--- src/rtl/irq_event_ctrl.sv ---
// Interrupt event controller: sticky pending bits with per-source enables,
// a gap-enforcing active-low host interrupt and a small register port.
module irq_event_ctrl #(
  parameter int NUM_IRQ    = 8,
  parameter int GAP_CYCLES = 4
) (
  input  logic               clk,
  input  logic               rst_n,
  input  logic [NUM_IRQ-1:0] event_edge,
  input  logic [NUM_IRQ-1:0] event_level,
  output logic [NUM_IRQ-1:0] latch_enable,
  output logic [NUM_IRQ-1:0] latch_clear,
  input  logic               wr_en,
  input  logic [1:0]         wr_addr,
  input  logic [NUM_IRQ-1:0] wr_data,
  input  logic [1:0]         rd_addr,
  output logic [NUM_IRQ-1:0] rd_data,
  output logic               irq_n
);

  localparam int CNT_W = (GAP_CYCLES > 1) ? $clog2(GAP_CYCLES) : 1;

  typedef enum logic [1:0] {
    IDLE   = 2'd0,
    ASSERT = 2'd1,
    GAP    = 2'd2
  } state_t;

  state_t             state_reg, state_next;
  logic [CNT_W-1:0]   cnt_reg, cnt_next;
  logic               irq_n_reg, irq_n_next;
  logic [NUM_IRQ-1:0] ie_reg, ie_next;
  logic [NUM_IRQ-1:0] ip_reg, ip_next;
  logic [NUM_IRQ-1:0] latch_clear_reg;
  logic [NUM_IRQ-1:0] rd_data_reg, rd_mux;
  logic [NUM_IRQ-1:0] w1c_mask;
  logic               active;

  // W1C bits drive both the pending clear and the latch clear strobe
  assign w1c_mask = (wr_en && (wr_addr == 2'd1)) ? wr_data : '0;
  assign ie_next  = (wr_en && (wr_addr == 2'd0)) ? wr_data : ie_reg;
  assign ip_next  = event_edge | (ip_reg & ~w1c_mask);
  assign active   = |(ip_reg & ie_reg);

  always_comb begin
    rd_mux = '0;
    case (rd_addr)
      2'd0:    rd_mux = ie_reg;
      2'd1:    rd_mux = ip_reg;
      2'd2:    rd_mux = ip_reg & ie_reg;
      2'd3:    rd_mux = event_level;
      default: rd_mux = '0;
    endcase
  end

  always_ff @(posedge clk or negedge rst_n) begin
    if (!rst_n) begin
      ie_reg          <= '0;
      ip_reg          <= '0;
      latch_clear_reg <= '1;
      rd_data_reg     <= '0;
    end else begin
      ie_reg          <= ie_next;
      ip_reg          <= ip_next;
      latch_clear_reg <= w1c_mask;
      rd_data_reg     <= rd_mux;
    end
  end

  always_ff @(posedge clk or negedge rst_n) begin
    if (!rst_n) begin
      state_reg <= IDLE;
      cnt_reg   <= '0;
      irq_n_reg <= 1'b1;
    end else begin
      state_reg <= state_next;
      cnt_reg   <= cnt_next;
      irq_n_reg <= irq_n_next;
    end
  end

  always_comb begin
    state_next = state_reg;
    cnt_next   = cnt_reg;
    case (state_reg)
      IDLE: begin
        if (active) state_next = ASSERT;
      end
      ASSERT: begin
        if (!active) begin
          state_next = GAP;
          cnt_next   = CNT_W'(GAP_CYCLES - 1);
        end
      end
      GAP: begin
        // The gap always runs to completion; pending events wait for IDLE
        if (cnt_reg == '0) state_next = IDLE;
        else               cnt_next   = cnt_reg - 1'b1;
      end
      default: state_next = IDLE;
    endcase
  end

  // irq_n is registered from the next state so it lines up with the state
  always_comb begin
    irq_n_next = (state_next != ASSERT);
  end

  assign latch_enable = ie_reg;
  assign latch_clear  = latch_clear_reg;
  assign rd_data      = rd_data_reg;
  assign irq_n        = irq_n_reg;

endmodule

--- config.mk ---
export PLATFORM = sky130hd
export DESIGN_NAME = irq_event_ctrl
export DESIGN_NICKNAME = d
export VERILOG_FILES = /design/src/rtl/irq_event_ctrl.sv
export SDC_FILE = /design/constraint.sdc
export NUM_CORES = 1
export LEC_CHECK = 0
export ABC_CLOCK_PERIOD_IN_PS = 1940
export BUFFER_PORTS_ARGS = -buffer_cell sky130_fd_sc_hd__buf_2
export CELL_PAD_IN_SITES_DETAIL_PLACEMENT = 0
export CELL_PAD_IN_SITES_GLOBAL_PLACEMENT = 1
export CORE_MARGIN = 2
export CORE_UTILIZATION = 37
export DETAILED_ROUTE_END_ITERATION = 10
export MAX_ROUTING_LAYER = met4
export PLACE_DENSITY_LB_ADDON = 0.1
export SYNTH_ARGS = -nofsm -noshare
export SYNTH_HDL_FRONTEND = slang
export SYNTH_SLANG_ARGS = --single-unit
--- constraint.sdc ---
create_clock -name clk -period 1.94 [get_ports clk]
set_input_delay 0.097 -clock clk [delete_from_list [all_inputs] [get_ports clk]]
set_output_delay 0.097 -clock clk [all_outputs]
set_load 0.05 [all_outputs]
==> results.sh <==
export IMPL_place_hpwl_um=2630
export IMPL_yosysTopAreaCellShare_pct=44.8
export IMPL_yosys_top_cells_area="dfrtp_1 45%, dfstp_2 15%, mux2_2 5.8%, nor2_1 4.1%, ha_1 4.0%"
export IMPL_ctsHtreeMaxLevel=2
export IMPL_synthCells=130
export IMPL_drt_iter0_drc=37
export IMPL_routedWlPerCell_um=14.3
export IMPL_wl_um=3590
export IMPL_cts_buffers_inserted=5
export IMPL_dpl_cell_area_sq_mm=0.00191
export IMPL_final_setup_tns_ns=0
export IMPL_cts_tree="yes"
export IMPL_drv_slew=0
export IMPL_cts_resized=0
export IMPL_fin_skew_ns=0.00347
export IMPL_ios=56
export IMPL_antenna_found_initial=0
export IMPL_reg2reg_to="irq_n"
export IMPL_post_route_drc_count=0
export IMPL_clock_latency_ns=0.28
export IMPL_hold_class="in2reg"
export IMPL_die_x_um=69.0
export IMPL_io_buffers=55
export IMPL_min_to="ip_reg[3]"
export IMPL_grt_overflow_total=0
export IMPL_cp_data_required_time_ns=2.14
export IMPL_final_cell_mix="55 x buf_2, 28 x dfrtp_1, 17 x nor2_1"
export IMPL_syn_num_nets=166
export IMPL_ctsRootBufferMaster="clkbuf_8"
export IMPL_drive_gt1_share_pct=44.0
export IMPL_synthSimpleGateAreaFrac_pct=10.6
export IMPL_crit_type="reg2reg"
export IMPL_layout_commonest_cell="buf_2"
export IMPL_design_core_area_sq_mm=0.00403
export IMPL_final_setup_viol_count=0
export IMPL_dr_total_vias=1238
export IMPL_ys_warn_count=0
export IMPL_rows=23
export IMPL_rsz0062_at_grt="false"
export IMPL_path_max_fanout=5
export IMPL_synth_top_family_by_area="compound AO/OA/AOI/OAI gates"
export IMPL_die_h_um=69.0
export IMPL_grt_pass1_vias=1240
export IMPL_clockBufferDepth=2
export IMPL_synth_area_sq_mm=0.00156
export IMPL_gp_congestion=0.799
export IMPL_synth_compound_area_share_pct=15.4
export IMPL_worstMarginPinSlew_ns=0.818
export IMPL_cts_sinks=37
export IMPL_leakagePower_nw=1.03
export IMPL_ir_worst_vdd_mv=0.462
export IMPL_timing_final_crit_share_pct=85.3
export IMPL_grt_start_max_net_pins=38
export IMPL_synth_xor_area_share_pct=0.560
export IMPL_synth_area_leader_cell="dfrtp_1"
export IMPL_viasPerCell=4.95
export IMPL_relSlewSlack_pct=45.5
export IMPL_hold_buffers=7
export IMPL_power_density_mw_per_mm2=1040
export IMPL_die_area_sq_mm=0.00476
export IMPL_avgSynthCellArea_sq_um=12.0
export IMPL_area_delta_synth_final_pct=32.7
export IMPL_timing_final_crit_period_ns=1.65
export IMPL_grt_usage_pct=18.0
export IMPL_diodes=0
export IMPL_rr_worst_depth=6
export IMPL_grt_pass1_wl_um=5870
export IMPL_drtAntennaViolNets=0
export IMPL_critPathLaunch="state_reg[0]"
export IMPL_critPathArrivalTime_ns=1.85
export IMPL_post_route_util_pct=51.5
export IMPL_final_area_sq_mm=0.00207
export IMPL_r2r_slack_ns=0.29
export IMPL_clkSlewWorstSetupHoldPaths_ns=0.07
export IMPL_netlist_cell_type_count=30
export IMPL_dr_pass1_iters=4
export IMPL_r2r_start="state_reg[0]"
export IMPL_cts_setup_buffers=0
export IMPL_start_kind="flop"
export IMPL_synthMuxAreaShare_pct=5.76
export IMPL_yosysSeqAreaShare_pct=60.0
export IMPL_synth_adder_area_share_pct=4.00
export IMPL_nNetsFinal=236
export IMPL_min_path_cells=2
export IMPL_holdCritStartpoint="event_edge[3]"
export IMPL_finalHoldViolCount=0
export IMPL_crit_path_end_kind="flop"
export IMPL_fmax_ghz=0.604
export IMPL_synth_seq_cells=37
export IMPL_status="finished clean"
export IMPL_max_cap_violations=0
export IMPL_initial_core_util_pct=38.8
==> synthesized netlist by cell type (all sizes together) <==
master	count
a21o	8
xnor2	1
a21oi	2
buf	1
clkbuf	1
nor3b	1
dfrtp	28
inv	13
and4	1
nor2b	1
a41oi	1
a22o	4
nor4	1
o41ai	1
a31oi	1
ha	5
a211oi	1
mux2	8
o22ai	8
nor2	17
and3b	1
nand2	10
a221oi	1
o21ai	3
nor3	2
dfstp	9
==> power breakdown <==
part | internal (W) | total, W | switching (W)
sequential | 0.000872 | 0.000935 | 0.0000634
combinational | 0.000219 | 0.000680 | 0.000461
clock | 0.000282 | 0.000533 | 0.000251
==> logic make-up (layout without fill, tap and decap cells) <==
| family | after synthesis | after routing |
|---|---|---|
| xor gates and xnor gates | 1 | 1 |
| muxes | 8 | 8 |
| AOI/OAI and AO/OA | 30 | 30 |
| buffers and inverters | 15 | 85 |
| adders and majority gates | 5 | 5 |
| and+or+nand+nor | 34 | 34 |
| DFF | 37 | 37 |
==> area by class of cell <==
class	instances	area (sq um)
tap	50	62.6
multi-input combinational	78	568
clock buffer	7	86.3
sequential	37	937
inverter	13	48.8
fill	377	1960
timing repair buffer	65	370
==> worst max-delay path, stage by stage, from the launching register on <==
cell,delay [ns]
dfrtp_1,0.42
inv_1,0.10
ha_1,0.16
nor2b_1,0.28
o21ai_0,0.12
a221oi_1,0.36
o21ai_0,0.14
==> how the worst max path moves through the flow <==
stage	end	slack, ns	cells after the start
after floorplan	cnt_reg[0]	0.24	4
after global placement	irq_n	0.37	6
after detailed placement	irq_n	0.30	6
after CTS	irq_n	0.30	6
after global routing	irq_n	0.1	6
final	irq_n	0.29	6
==> per-stage QoR <==
step,cells,setup slack (ns),total power (W),hold slack (ns)
3_5_place_dp,235,0.302,0.00162,0.246
2_1_floorplan,130,0.236,0.00144,-0.199
6_report,250,0.286,0.00215,0.00844
5_1_grt,250,0.0971,0.00227,0.00836
3_3_place_gp,235,0.374,0.00160,0.231
4_1_cts,249,0.295,0.00218,0.00419
==> routing by layer <==
layer	up-vias	part of all wire [%]	global-route usage, %
li1	585	-	-
met1	602	41	19.5
met2	46	50	31.1
met3	5	7.2	5.03
met4	0	1.8	7.35
met5	-	0	-
(Power assumes the default switching activity.)
